### src/rtl/vp_fb_sched.sv
// rtl/vp_fb_sched.sv - value-prediction feedback scheduler with table init sweep
//
// Collects up to two retire feedback packets per cycle (i0, i1) into a DEPTH-entry
// FIFO and drains one VP-table write per cycle over a valid/ready port, computing
// the new confidence at dequeue. After reset and on vp_clear it sweeps every table
// entry with zero writes before accepting feedback again.
//
// Ports:
//   clk, rst (async, active-high), vp_clear        - clock, reset, re-init request
//   i0_fb_* / i1_fb_* (valid, misp, pc[31:1],
//                      actual, conf)               - feedback packets per pipe
//   fb_full                                        - fewer than 2 free FIFO slots
//   upd_valid / upd_ready                          - table write handshake
//   upd_init, upd_index, upd_value, upd_conf       - table write payload
//   init_busy                                      - init sweep in progress
//   drop_cnt                                       - saturating dropped-feedback count
//
// Configuration macro: RV_VP_FB_FILTER_EN - when defined, correct predictions that
// already hold maximum confidence are discarded at enqueue (no table change needed).
module vp_fb_sched #(
    parameter int DEPTH      = 4,
    parameter int INDEX_BITS = 6,
    parameter int CONF_W     = 2
) (
    input  logic                  clk,
    input  logic                  rst,
    input  logic                  vp_clear,
    input  logic                  i0_fb_valid,
    input  logic                  i0_fb_misp,
    input  logic [30:0]           i0_fb_pc,
    input  logic [31:0]           i0_fb_actual,
    input  logic [CONF_W-1:0]     i0_fb_conf,
    input  logic                  i1_fb_valid,
    input  logic                  i1_fb_misp,
    input  logic [30:0]           i1_fb_pc,
    input  logic [31:0]           i1_fb_actual,
    input  logic [CONF_W-1:0]     i1_fb_conf,
    output logic                  fb_full,
    output logic                  upd_valid,
    input  logic                  upd_ready,
    output logic                  upd_init,
    output logic [INDEX_BITS-1:0] upd_index,
    output logic [31:0]           upd_value,
    output logic [CONF_W-1:0]     upd_conf,
    output logic                  init_busy,
    output logic [15:0]           drop_cnt
);
    localparam int PW = $clog2(DEPTH);
    localparam int CW = PW + 1;
    localparam logic [CONF_W-1:0]     CONF_MAX = {CONF_W{1'b1}};
    localparam logic [INDEX_BITS-1:0] IDX_LAST = {INDEX_BITS{1'b1}};
    localparam logic [CW-1:0]         DEPTH_C  = CW'(DEPTH);
    localparam logic [CW-1:0]         FULL_AT  = CW'(DEPTH - 1);

    typedef enum logic {S_INIT, S_RUN} state_t;

    state_t                state;
    logic [INDEX_BITS-1:0] init_ptr;
    logic [PW-1:0]         wptr;
    logic [PW-1:0]         rptr;
    logic [CW-1:0]         count;

    logic [INDEX_BITS-1:0] idx_mem  [DEPTH];
    logic [31:0]           val_mem  [DEPTH];
    logic [CONF_W-1:0]     conf_mem [DEPTH];
    logic                  misp_mem [DEPTH];

    // Only the table-index bits of the pc are meaningful here.
    logic unused_pc;
    assign unused_pc = ^{i0_fb_pc[30:INDEX_BITS], i1_fb_pc[30:INDEX_BITS]};

    logic filt0, filt1;
`ifdef RV_VP_FB_FILTER_EN
    assign filt0 = ~i0_fb_misp & (i0_fb_conf == CONF_MAX);
    assign filt1 = ~i1_fb_misp & (i1_fb_conf == CONF_MAX);
`else
    assign filt0 = 1'b0;
    assign filt1 = 1'b0;
`endif

    logic          v0, v1, acc0, acc1, run_go, pop;
    logic [CW-1:0] free, push_n;
    logic [1:0]    drop_n;
    logic [PW-1:0] wptr1;
    logic [16:0]   drop_sum;

    assign v0 = i0_fb_valid & ~filt0;
    assign v1 = i1_fb_valid & ~filt1;

    // Free space comes from the registered count: a same-cycle pop does not help.
    assign free   = DEPTH_C - count;
    assign acc0   = v0 & (free != '0);
    assign acc1   = v1 & (free > CW'(acc0));
    assign push_n = CW'(acc0) + CW'(acc1);
    assign drop_n = 2'(v0 & ~acc0) + 2'(v1 & ~acc1);

    // i1 lands right behind i0, or in the first free slot when i0 is not pushed.
    assign wptr1 = wptr + PW'(acc0);

    assign run_go   = (state == S_RUN) & ~vp_clear;
    assign pop      = (state == S_RUN) & (count != '0) & upd_ready;
    assign drop_sum = {1'b0, drop_cnt} + 17'(drop_n);

    logic [CONF_W-1:0] head_conf, next_conf;
    assign head_conf = conf_mem[rptr];
    assign next_conf = misp_mem[rptr]          ? '0 :
                       (head_conf == CONF_MAX) ? CONF_MAX : head_conf + 1'b1;

    // Payload is a pure function of registered state, so it holds during a stall.
    assign init_busy = (state == S_INIT);
    assign upd_valid = init_busy | (count != '0);
    assign upd_init  = init_busy;
    assign upd_index = init_busy ? init_ptr : idx_mem[rptr];
    assign upd_value = init_busy ? 32'd0    : val_mem[rptr];
    assign upd_conf  = init_busy ? '0       : next_conf;
    assign fb_full   = (count >= FULL_AT);

    always_ff @(posedge clk) begin
        if (run_go && acc0) begin
            idx_mem[wptr]  <= i0_fb_pc[INDEX_BITS-1:0];
            val_mem[wptr]  <= i0_fb_actual;
            conf_mem[wptr] <= i0_fb_conf;
            misp_mem[wptr] <= i0_fb_misp;
        end
        if (run_go && acc1) begin
            idx_mem[wptr1]  <= i1_fb_pc[INDEX_BITS-1:0];
            val_mem[wptr1]  <= i1_fb_actual;
            conf_mem[wptr1] <= i1_fb_conf;
            misp_mem[wptr1] <= i1_fb_misp;
        end
    end

    always_ff @(posedge clk or posedge rst) begin
        if (rst) begin
            state    <= S_INIT;
            init_ptr <= '0;
            wptr     <= '0;
            rptr     <= '0;
            count    <= '0;
            drop_cnt <= '0;
        end else begin
            case (state)
                S_INIT: begin
                    if (vp_clear) begin
                        init_ptr <= '0;
                    end else if (upd_ready) begin
                        if (init_ptr == IDX_LAST) begin
                            state    <= S_RUN;
                            init_ptr <= '0;
                        end else begin
                            init_ptr <= init_ptr + 1'b1;
                        end
                    end
                end
                S_RUN: begin
                    if (vp_clear) begin
                        // Pending feedback is discarded silently, not counted as drops.
                        state    <= S_INIT;
                        init_ptr <= '0;
                        wptr     <= '0;
                        rptr     <= '0;
                        count    <= '0;
                    end else begin
                        wptr     <= wptr + PW'(push_n);
                        rptr     <= rptr + PW'(pop);
                        count    <= count + push_n - CW'(pop);
                        drop_cnt <= drop_sum[16] ? 16'hFFFF : drop_sum[15:0];
                    end
                end
                default: state <= S_INIT;
            endcase
        end
    end
endmodule

### config.mk
export PLATFORM = sky130hd
export DESIGN_NAME = vp_fb_sched
export DESIGN_NICKNAME = d
export VERILOG_FILES = /design/src/rtl/vp_fb_sched.sv
export SDC_FILE = /design/constraint.sdc
export NUM_CORES = 1
export LEC_CHECK = 0
export CAP_MARGIN = 20
export CORE_MARGIN = 8
export CORE_UTILIZATION = 35
export CTS_CLUSTER_DIAMETER = 200
export DETAILED_ROUTE_END_ITERATION = 8
export PLACE_DENSITY = 0.65
export SLEW_MARGIN = 20
export SYNTH_ARGS = -nofsm -noshare
export SYNTH_HDL_FRONTEND = slang
export SYNTH_SLANG_ARGS = --single-unit
### constraint.sdc
create_clock -name clk -period 4.6 [get_ports clk]
set_input_delay 0.92 -clock clk [delete_from_list [all_inputs] [get_ports clk]]
set_output_delay 0.92 -clock clk [all_outputs]
set_load 0.05 [all_outputs]
==> tab_implementation.tex, run 1 <==
\begin{tabular}{lr}
\hline
Metric & Value \\
\hline
\multicolumn{2}{l}{\textbf{Placement}} \\
Placer Congestion & 0.787 \\
\# placed instances & 1168 \\
HPWL Detailed & 15400 microns \\
Number of I/O port buffers & 147 \\
\multicolumn{2}{l}{\textbf{Power and ir drop}} \\
Leakage power & 4.32 nW \\
Peak supply drop & 0.173 mV \\
Power after layout & 3.60 mW \\
Net switching power of the design & 0.835 mW \\
Cell Pwr Density & 282 nW/um\^{}2 \\
Switching part of the total & 23.2\% \\
Combinational cell fraction of total power & 5.8\% \\
Sequential Power Share & 52.9\% \\
Internal power summed over all cells & 2.77 mW \\
Part of the power in the clock network & 41.3\% \\
\multicolumn{2}{l}{\textbf{Logic synthesis}} \\
Syn Nets & 805 \\
Most used flip-flop cell after synthesis & edfxtp\_1 \\
Sequential cell area fraction in the yosys report & 56.0\% \\
Count of different cell masters after synthesis & 51 \\
Area of the mapped netlist & 10100 sq um \\
FFs w/ async S/R, synth & 15.5\% \\
Synthesized area divided by synthesized cell count & 15.6 sq um \\
Ys Warns & 0 \\
EDFF count, synth & 164 \\
Number of instances in the synthesized netlist & 649 \\
Register bit count reported by yosys & 194 \\
\multicolumn{2}{l}{\textbf{Setup path}} \\
CP Cell Sequence & buf\_4, mux4\_2, mux2\_2, clkdlybuf4s50\_1 \\
Crit path max-delay cell type & clkdlybuf4s50\_1 \\
CP Data Required Time & 3.68 ns \\
Arrival time at the worst endpoint & 2.89 ns \\
Critical Path Fanout Max & 11 \\
Crit path launch type & flop \\
Register-to-Register Path Depth & 19 \\
Worst Path Class, Setup & reg -> out \\
Critical path endpoint category & output port \\
Crit-path max cell delay & 0.74 ns \\
\multicolumn{2}{l}{\textbf{Clock network}} \\
CTS clock-pin slew for the worst setup and hold paths & 0.07 ns \\
Number of sinks handled by clock tree synthesis & 194 \\
CTS Hold Bufs & 0 \\
Resize count post-CTS & 0 \\
H-tree lvl count & 4 \\
Number of buffers inserted by post-CTS setup repair & 0 \\
CTS tree & built \\
Total clock buffers created by CTS & 17 \\
Number of buffers between clock root and the deepest sink & 2 \\
Later-pin clock latency in the skew report & 0.45 ns \\
CTS root buf & clkbuf\_16 \\
\multicolumn{2}{l}{\textbf{Timing}} \\
Final period utilization & 82.9\% \\
Tightest slew margin relative to the limit & 42.5\% \\
Total negative slack & 0 ns \\
Count of final max-slew check failures & 0 \\
Max Fclk & 262 MHz \\
Final Setup Violations & 0 \\
Endpoints failing hold & 0 \\
RSZ-0062 raised after global routing & false \\
Final worst path period need & 3.81 ns \\
Least-Margin Pin Slew & 0.862 ns \\
Final clock skew & 0.0135 ns \\
\multicolumn{2}{l}{\textbf{Route}} \\
Detailed-route DRC error count & 0 \\
Violation count after the first detailed-route iteration & 324 \\
DR WL/cell & 20.6 microns \\
Detailed-router iteration count before antenna repair & 5 \\
Avg Vias per Cell & 5.05 \\
Total Routed Length & 24700 microns \\
Post-DRT Antenna Nets & 0 \\
Via count & 6067 \\
\multicolumn{2}{l}{\textbf{Global route}} \\
Largest net degree at the start of global routing & 42 \\
Global-route wire length before repair & 37700 microns \\
Antenna violations before repair & 2 \\
Total overflow reported by the global router & 0 \\
Vias in the first global route & 6632 \\
Total routing usage reported by global routing & 14.5\% \\
\multicolumn{2}{l}{\textbf{Job}} \\
Max-cap violations & 0 \\
\multicolumn{2}{l}{\textbf{Layout}} \\
Number of fill cells & 2570 \\
Area growth from synthesis to layout & 26.1\% \\
Net count, final & 959 \\
Final Instance Count excl. Fillers & 1201 \\
Share of layout cells above drive strength 1 & 32.4\% \\
\multicolumn{2}{l}{\textbf{Floorplanning}} \\
Starting utilization of the core area & 35.4\% \\
Placeable core area & 28600 sq um \\
Vertical extent of the die & 186 microns \\
Number of rows created at floorplan & 62 \\
Die X & 186 microns \\
Io pins & 198 \\
Area of the die & 34700 sq um \\
\multicolumn{2}{l}{\textbf{Hold path}} \\
Type of the tightest min-delay check & reg -> reg \\
Depth of the worst hold-timing path & 2 \\
\multicolumn{2}{l}{\textbf{Run status}} \\
Outcome & finished, final reports clean \\
\hline
\end{tabular}
==> power groups by stage <==
stage	clock network (mW)	registers, mW	logic, mW
floorplan	0	1.95	0.0878
global placement	0	1.95	0.203
detailed placement	0	1.95	0.206
CTS	1.52	1.91	0.209
global route	1.57	1.91	0.226
finish	1.49	1.91	0.208
==> sequential cells by signal (all words and copies together) (netlist names) <==
signal    flops
conf_mem      8
count         3
drop_cnt     16
idx_mem      24
init_ptr      6
misp_mem      4
rptr          2
state         1
val_mem     128
wptr          2
==> per-layer routing <==
layer	GRT usage, %	vias to the layer above	wire (microns)
met3	3.79	24	1370
met5	0	-	31
met4	4.35	4	343
met1	17.9	3069	10600
met2	24.7	140	12300
li1	-	2830	-
==> cells in the mapped netlist, drive strengths merged, types with 5 or more instances <==
cell type / count / area share (%)
mux2: 172 / 19
edfxtp: 164 / 49
mux4: 41 / 9.1
and2: 37 / 2.3
dfrtp: 30 / 7.4
buf: 24 / 1.8
nand2: 22 / 0.81
nor2: 21 / 0.80
ha: 16 / 2.0
inv: 15 / 0.56
a21oi: 13 / 0.64
clkbuf: 12 / 0.44
nand3: 10 / 0.49
a31oi: 6 / 0.37
nor3: 6 / 0.41
xor2: 6 / 0.52
mux2i: 5 / 0.49
nand4: 5 / 0.31
==> final cells by class <==
type | instances | area [sq um] | share of cell area [%]
well taps | 384 | 480 | 3.76
clock buffers | 18 | 429 | 3.36
inverters | 16 | 60.1 | 0.470
multi-input cells | 403 | 4230 | 33.1
repair buffers | 171 | 1750 | 13.7
flip-flops and latches | 194 | 5680 | 44.4
diodes | 1 | 2.50 | 0.0196
clock inverters | 14 | 153 | 1.19
==> logic make-up after synthesis <==
family / count (synthesis) / share of synthesized area [%]
muxes: 218 / 28.7
DFF: 194 / 56.0
and+or+nand+nor: 122 / 6.89
buffers and inverters: 52 / 2.81
AOI/OAI and AO/OA: 37 / 2.47
adders and majority gates: 18 / 2.37
xor gates and xnor gates: 8 / 0.765
==> cell usage in the layout, fill, tap and decap left out, types with 6 or more instances in the layout <==
cell type	instances
edfxtp_1	164
mux2_2	153
clkdlybuf4s50_1	147
mux4_2	41
and2_1	36
dfrtp_1	27
nand2_1	22
nor2_1	20
mux2_1	19
clkbuf_16	17
ha_1	16
buf_4	16
inv_1	15
a21oi_1	13
nand3_1	10
buf_12	8
inv_8	7
xor2_1	6
a31oi_1	6
==> critical path: cells and delay by family, from the launching register on <==
kind	cells	cell delay [ns]
buf+inv	2	1.04
mux	2	0.84
flops	1	0.57
==> worst paths after layout <==
path,start,end,slack [ns]
min in group asynchronous,rst,drop_cnt[14],0.95
max in group asynchronous,rst,rptr[0],2.98
worst max-delay path,rptr[0],upd_index[5],0.79
worst min register to register,drop_cnt[0],drop_cnt[0],0.53
worst max register to register,count[0],count[2],0.87
worst min-delay path,drop_cnt[0],drop_cnt[0],0.53
==> metrics by stage <==
step           setup slack (ns)  cell area [sq um]  util (%)  hold WS (ns)
6_report                  0.786              12800      44.7         0.527
5_1_grt                   0.628              12800      44.7         0.586
4_1_cts                   0.705              12800      44.7         0.537
3_5_place_dp              0.396              12200      42.6         0.520
3_3_place_gp              0.385              12200      42.6         0.513
2_1_floorplan             0.363              10100         -         0.499
Power figures use the tool's default switching activity.
==> run 2: changes to the inputs <==
- clock period: 4.6 -> 3.8 ns (I/O delays scaled with it)
==> tab_implementation.tex, run 2 (same netlist as run 1, synthesis figures left out) <==
\begin{tabular}{lr}
\hline
Metric & Value \\
\hline
\multicolumn{2}{l}{\textbf{Timing}} \\
Total negative slack & 0 ns (unchanged) \\
Final worst path period need & 3.58 ns \\
Count of final max-slew check failures & 0 (unchanged) \\
Least-Margin Pin Slew & 0.705 ns (-0.156 ns) \\
Final period utilization & 94.1\% \\
Min Hold Slack & 0.547 ns (+0.0199 ns) \\
Tightest slew margin relative to the limit & 52.9\% (+10 points) \\
RSZ-0062 raised after global routing & false \\
Final Setup Violations & 0 (unchanged) \\
Final worst slack & 0.224 ns (-0.562 ns) \\
Final clock skew & 0.0175 ns (+0.00406 ns) \\
Max Fclk & 280 MHz \\
Endpoints failing hold & 0 (unchanged) \\
\multicolumn{2}{l}{\textbf{Power and ir drop}} \\
Cell Pwr Density & 344 nW/um\^{}2 (+22\%) \\
Leakage power & 4.43 nW (+2.6\%) \\
Power after layout & 4.46 mW (+24\%) \\
Peak supply drop & 0.272 mV (+57\%) \\
\multicolumn{2}{l}{\textbf{Route}} \\
Detailed-route DRC error count & 0 (unchanged) \\
Violation count after the first detailed-route iteration & 360 (+11\%) \\
DR WL/cell & 20.4 microns (-0.71\%) \\
Post-DRT Antenna Nets & 0 (unchanged) \\
Detailed-router iteration count before antenna repair & 4 (-1) \\
Total Routed Length & 24800 microns (+0.28\%) \\
Via count & 6093 (+0.43\%) \\
Avg Vias per Cell & 5.02 (-0.56\%) \\
\multicolumn{2}{l}{\textbf{Floorplanning}} \\
Io pins & 198 (unchanged) \\
Die X & 186 microns (unchanged) \\
Vertical extent of the die & 186 microns (unchanged) \\
Number of rows created at floorplan & 62 (unchanged) \\
Starting utilization of the core area & 35.4\% (unchanged) \\
Placeable core area & 28600 sq um (unchanged) \\
Area of the die & 34700 sq um (unchanged) \\
\multicolumn{2}{l}{\textbf{Placement}} \\
HPWL Detailed & 15800 microns (+2.5\%) \\
Placer Congestion & 0.810 (+2.9\%) \\
Worst slack after detailed placement & -0.186 ns (-0.581 ns) \\
\# placed instances & 1179 (+0.94\%) \\
Placed Area & 12300 sq um (+0.84\%) \\
Number of I/O port buffers & 147 (unchanged) \\
\multicolumn{2}{l}{\textbf{Global route}} \\
Total overflow reported by the global router & 0 (unchanged) \\
Antenna violations before repair & 2 (unchanged) \\
Largest net degree at the start of global routing & 25 (-40\%) \\
Vias in the first global route & 6609 (-0.35\%) \\
Total routing usage reported by global routing & 14.5\% (-0.021 points) \\
Global-route wire length before repair & 38000 microns (+0.83\%) \\
\multicolumn{2}{l}{\textbf{Layout}} \\
Register containing the most flip-flops in the final layout & val\_mem \\
Most common cell after layout, fill and taps aside & edfxtp\_1 \\
Sequential cell area & 5680 sq um (unchanged) \\
Net count, final & 972 (+1.4\%) \\
Final cell utilization of the core & 45.3\% (+0.63 points) \\
Non-Filler Cell Area, Final & 13000 sq um (+1.4\%) \\
Number of fill cells & 2519 (-2.0\%) \\
Most frequent cells in the layout & 164 x edfxtp\_1, 153 x mux2\_2, 145 x clkdlybuf4s50\_1, 41 x mux4\_2, 36 x and2\_1 \\
Number of flip-flops in the largest register & 128 (unchanged) \\
Largest registers & val\_mem (128), idx\_mem (24), drop\_cnt (16) \\
Area growth from synthesis to layout & 27.9\% \\
Final Instance Count excl. Fillers & 1213 (+1.0\%) \\
Inserted Diodes & 0 (-1) \\
Share of layout cells above drive strength 1 & 34.0\% (+1.7 points) \\
Footprint of the multi-input gates & 4250 sq um (+0.56\%) \\
\multicolumn{2}{l}{\textbf{Setup path}} \\
Crit path launch type & flop \\
R2R setup slack & 0.22 ns (-0.65 ns) \\
CP Cell Sequence & inv\_1, ha\_1, ha\_1, nor2b\_2, ha\_1, nor2\_1, or3\_1, and2\_1, ha\_1, inv\_1, ha\_1, inv\_1, ha\_1, inv\_1, fa\_1, xor2\_2, nor3\_2, a21oi\_1, o22ai\_1 \\
Arrival time at the worst endpoint & 3.87 ns (+0.98 ns) \\
Register-to-Register Path Depth & 19 (unchanged) \\
Critical path endpoint category & flop \\
CP Data Required Time & 4.10 ns (+0.42 ns) \\
Critical Path Fanout Max & 4 (-7) \\
Source of the worst register-to-register timing path & count[0] \\
Crit path max-delay cell type & dfrtp\_1 \\
Critical path's most frequent cell & ha\_1 \\
Crit-path max cell delay & 0.40 ns (-0.34 ns) \\
Worst Path Class, Setup & reg -> reg \\
Critical R2R Capture & count[2] \\
\multicolumn{2}{l}{\textbf{Clock network}} \\
CTS root buf & clkbuf\_16 \\
Total clock buffers created by CTS & 17 (unchanged) \\
H-tree lvl count & 4 (unchanged) \\
Number of buffers between clock root and the deepest sink & 2 (unchanged) \\
CTS clock-pin slew for the worst setup and hold paths & 0.07 ns (about the same) \\
Later-pin clock latency in the skew report & 0.43 ns (-0.02 ns) \\
CTS Hold Bufs & 0 (unchanged) \\
Number of sinks handled by clock tree synthesis & 194 (unchanged) \\
CTS tree & built \\
\multicolumn{2}{l}{\textbf{Hold path}} \\
Hold-critical path endpoint & drop\_cnt[0] \\
Type of the tightest min-delay check & reg -> reg \\
Launch point of the worst hold path & drop\_cnt[0] \\
Depth of the worst hold-timing path & 2 (unchanged) \\
\multicolumn{2}{l}{\textbf{Job}} \\
Max-cap violations & 0 (unchanged) \\
\multicolumn{2}{l}{\textbf{Run status}} \\
Outcome & finished, final reports clean \\
\hline
\end{tabular}
-- run 2: cell count changes in the layout (fill, tap and decap cells not counted), moves of 2 or more --
cell / delta
clkdlybuf4s50_1: -2
buf_4: +12
inv_6: +2
inv_8: -2
buf_12: +3
bufinv_16: +2
-- run 2: final cells by class --
type / instances / area share [%]
sequential: 194 / 43.8
multi-input combinational: 403 / 32.8
timing repair buffer: 184 / 14.5
tap: 384 / 3.70
clock buffer: 18 / 3.31
clock inverter: 14 / 1.41
inverter: 16 / 0.463
-- run 2: layer usage --
layer	vias to the layer above	GRT usage (%)	wire, microns
met5	-	0	22
met4	4	2.64	147
met3	18	3.61	1440
met2	166	25.0	12500
met1	3057	18.4	10700
li1	2848	-	-
-- run 2: worst max-delay path: cells and delay by family, from the launching register on --
kind | cells | cell delay (ns)
xor+xnor | 1 | 0.18
buf+inv | 4 | 0.28
simple gates | 5 | 0.64
fa+ha+maj | 7 | 1.74
flops | 1 | 0.40
compound gates | 2 | 0.21
-- run 2: power by group --
part,switching [mW],leakage [nW],internal [mW]
logic,0.0980,2.29,0.159
registers,0.00185,1.85,2.31
clock network,0.888,0.294,1.01
-- run 2: worst max path at each step --
stage	slack, ns	cells past startpoint	endpoint	from
5_1_grt	0.008	19	count[2]	count[0]
3_5_place_dp	-0.19	14	drop_cnt[4]	i0_fb_valid
4_1_cts	0.17	16	drop_cnt[4]	count[0]
6_report	0.22	19	count[2]	count[0]
3_3_place_gp	-0.19	17	count[2]	i0_fb_valid
2_1_floorplan	-0.14	5	conf_mem[0][0]	vp_clear
-- run 2: repair_timing --
action,CTS,global route
gates resized for setup,0,4
endpoints found under the setup margin,12,11
buffers inserted,1,1
==> run 3: changes to the inputs <==
- SETUP_SLACK_MARGIN: default -> 0.4
==> tab_implementation.tex, run 3 (same netlist as run 1, synthesis figures left out) <==
\begin{tabular}{lr}
\hline
Metric & Value \\
\hline
\multicolumn{2}{l}{\textbf{Global route}} \\
Vias in the first global route & 6561 (-0.73\%) \\
Total overflow reported by the global router & 0 (unchanged) \\
Antenna violations before repair & 1 (-1) \\
Global-route wire length before repair & 37700 microns (-0.67\%) \\
Largest net degree at the start of global routing & 42 (+68\%) \\
Total routing usage reported by global routing & 14.4\% (-0.058 points) \\
\multicolumn{2}{l}{\textbf{Layout}} \\
Share of layout cells above drive strength 1 & 36.0\% (+2.0 points) \\
Largest registers & val\_mem (128), idx\_mem (24), drop\_cnt (16) \\
Final Instance Count excl. Fillers & 1220 (+0.58\%) \\
Most frequent cells in the layout & 164 x edfxtp\_1, 153 x mux2\_2, 107 x clkdlybuf4s50\_1, 41 x mux4\_2, 35 x and2\_1 \\
Number of flip-flops in the largest register & 128 (unchanged) \\
Most common cell after layout, fill and taps aside & edfxtp\_1 \\
Register containing the most flip-flops in the final layout & val\_mem \\
Net count, final & 978 (+0.62\%) \\
Area growth from synthesis to layout & 29.4\% \\
Final cell utilization of the core & 45.8\% (+0.50 points) \\
\multicolumn{2}{l}{\textbf{Power and ir drop}} \\
Sequential Power Share & 51.6\% (about the same) \\
Switching part of the total & 23.3\% (+1.2 points) \\
Net switching power of the design & 1.04 mW (+5.7\%) \\
Part of the power in the clock network & 42.6\% (about the same) \\
Combinational cell fraction of total power & 5.8\% (about the same) \\
Peak supply drop & 0.304 mV (+12\%) \\
Cell Pwr Density & 341 nW/um\^{}2 (-0.80\%) \\
Internal power summed over all cells & 3.43 mW (-1.2\%) \\
Leakage power & 4.77 nW (+7.6\%) \\
\multicolumn{2}{l}{\textbf{Setup path}} \\
Arrival time at the worst endpoint & 3.73 ns (-0.14 ns) \\
Crit path launch type & flop \\
Critical path's most frequent cell & ha\_4 \\
Critical path endpoint category & flop \\
Crit path max-delay cell type & dfrtp\_1 \\
CP Cell Sequence & inv\_2, ha\_4, ha\_4, nor2b\_4, ha\_4, nor2\_2, or3\_4, and2\_4, ha\_4, inv\_1, ha\_1, inv\_2, ha\_4, inv\_2, fa\_2, xor2\_1, nor3\_1, a21oi\_1, o22ai\_1 \\
Crit-path max cell delay & 0.40 ns (about the same) \\
CP Data Required Time & 4.16 ns (+0.06 ns) \\
Worst Path Class, Setup & reg -> reg \\
Critical Path Fanout Max & 2 (-2) \\
\multicolumn{2}{l}{\textbf{Route}} \\
Detailed-router iteration count before antenna repair & 5 (+1) \\
Post-DRT Antenna Nets & 0 (unchanged) \\
Detailed-route DRC error count & 0 (unchanged) \\
Total Routed Length & 24800 microns (about the same) \\
Avg Vias per Cell & 5.02 (about the same) \\
DR WL/cell & 20.3 microns (-0.59\%) \\
Violation count after the first detailed-route iteration & 310 (-14\%) \\
Via count & 6126 (+0.54\%) \\
\multicolumn{2}{l}{\textbf{Timing}} \\
RSZ-0062 raised after global routing & true \\
Max Fclk & 297 MHz (+6.2\%) \\
Count of final max-slew check failures & 0 (unchanged) \\
Final Setup Violations & 0 (unchanged) \\
Least-Margin Pin Slew & 0.635 ns (-0.0707 ns) \\
Min Hold Slack & 0.556 ns (+0.00902 ns) \\
Endpoints failing hold & 0 (unchanged) \\
Tightest slew margin relative to the limit & 57.6\% (+4.7 points) \\
Final period utilization & 88.6\% (-5.5 points) \\
Final worst path period need & 3.37 ns (-0.209 ns) \\
Final clock skew & 0.0166 ns (-0.000996 ns) \\
\multicolumn{2}{l}{\textbf{Clock network}} \\
Later-pin clock latency in the skew report & 0.45 ns (+0.02 ns) \\
H-tree lvl count & 4 (unchanged) \\
CTS root buf & clkbuf\_16 \\
Total clock buffers created by CTS & 17 (unchanged) \\
CTS clock-pin slew for the worst setup and hold paths & 0.08 ns (about the same) \\
Number of sinks handled by clock tree synthesis & 194 (unchanged) \\
CTS tree & built \\
Number of buffers between clock root and the deepest sink & 2 (unchanged) \\
CTS Hold Bufs & 0 (unchanged) \\
\multicolumn{2}{l}{\textbf{Floorplanning}} \\
Die X & 186 microns (unchanged) \\
Vertical extent of the die & 186 microns (unchanged) \\
Io pins & 198 (unchanged) \\
Number of rows created at floorplan & 62 (unchanged) \\
Placeable core area & 28600 sq um (unchanged) \\
Starting utilization of the core area & 35.4\% (unchanged) \\
Area of the die & 34700 sq um (unchanged) \\
\multicolumn{2}{l}{\textbf{Job}} \\
Max-cap violations & 0 (unchanged) \\
\multicolumn{2}{l}{\textbf{Placement}} \\
Placer Congestion & 0.780 (-3.8\%) \\
Number of I/O port buffers & 147 (unchanged) \\
\# placed instances & 1176 (-0.25\%) \\
HPWL Detailed & 15700 microns (-0.73\%) \\
\multicolumn{2}{l}{\textbf{Run status}} \\
Outcome & finished, final reports clean \\
\multicolumn{2}{l}{\textbf{Hold path}} \\
Type of the tightest min-delay check & reg -> reg \\
\hline
\end{tabular}
-- run 3: cell types whose count changed in the layout (fill, tap and decap cells not counted), moves of 4 or more --
cell             previous run  this run
inv_1                      15        11
buf_4                      28        32
ha_4                        0         5
inv_2                       0         4
dlygate4sd2_1               0        29
clkdlybuf4s50_1           145       107
dlymetal6s2s_1              0         9
ha_1                       16        11
-- run 3: worst paths after layout --
kind / startpoint / to / cells after the start / slack (ns)
max: count[1] / count[2] / 19 / 0.43
min: drop_cnt[0] / drop_cnt[0] / 2 / 0.56
max reg2reg: count[1] / count[2] / 19 / 0.43
min reg2reg: drop_cnt[0] / drop_cnt[0] / 2 / 0.56
max in group asynchronous: rst / rptr[1] / 3 / 2.64
min in group asynchronous: rst / drop_cnt[10] / 2 / 0.62
-- run 3: stage by stage --
step | setup slack [ns] | setup TNS, ns | power [mW] | instance area, sq um
floorplan | -0.143 | -11.69 | 2.46 | 10200
global placement | -0.174 | -1.39 | 2.61 | 12300
detailed placement | -0.152 | -1.36 | 2.61 | 12300
CTS | 0.360 | 0 | 4.51 | 13000
global route | 0.311 | 0 | 4.60 | 13100
finish | 0.433 | 0 | 4.47 | 13100
-- run 3: metal layers --
metal	global-route usage [%]	wire (microns)
met5	0	13
met4	3.97	244
met3	3.21	1220
met2	25.0	12500
met1	18.0	10800
-- run 3: critical path, delay by kind of cell, from the launching register on --
kind	cells	cell delay, ns
compound gates	2	0.16
buf+inv	4	0.22
simple gates	5	0.79
fa+ha+maj	7	1.54
xor+xnor	1	0.17
flops	1	0.40
-- run 3: repair_timing --
action | CTS | global route
pin swaps | 2 | 9
endpoints found under the setup margin | 48 | 20
gates resized for setup | 38 | 19
buffers inserted | 7 | 4
-- run 3: power by group through the flow --
stage	sequential [mW]	clock, mW	combinational [mW]
floorplan	2.36	0	0.107
global placement	2.36	0	0.254
detailed placement	2.36	0	0.255
CTS	2.31	1.94	0.258
global route	2.31	2.01	0.284
finish	2.31	1.90	0.262
-- run 3: layout make-up --
type / instances / area (sq um)
fillers: 2486 / 15500
flip-flops and latches: 194 / 5680
multi-input cells: 403 / 4320
repair buffers: 190 / 1940
well taps: 384 / 480
clock buffers: 17 / 425
clock inverters: 15 / 199
inverters: 16 / 60.1
diodes: 1 / 2.50
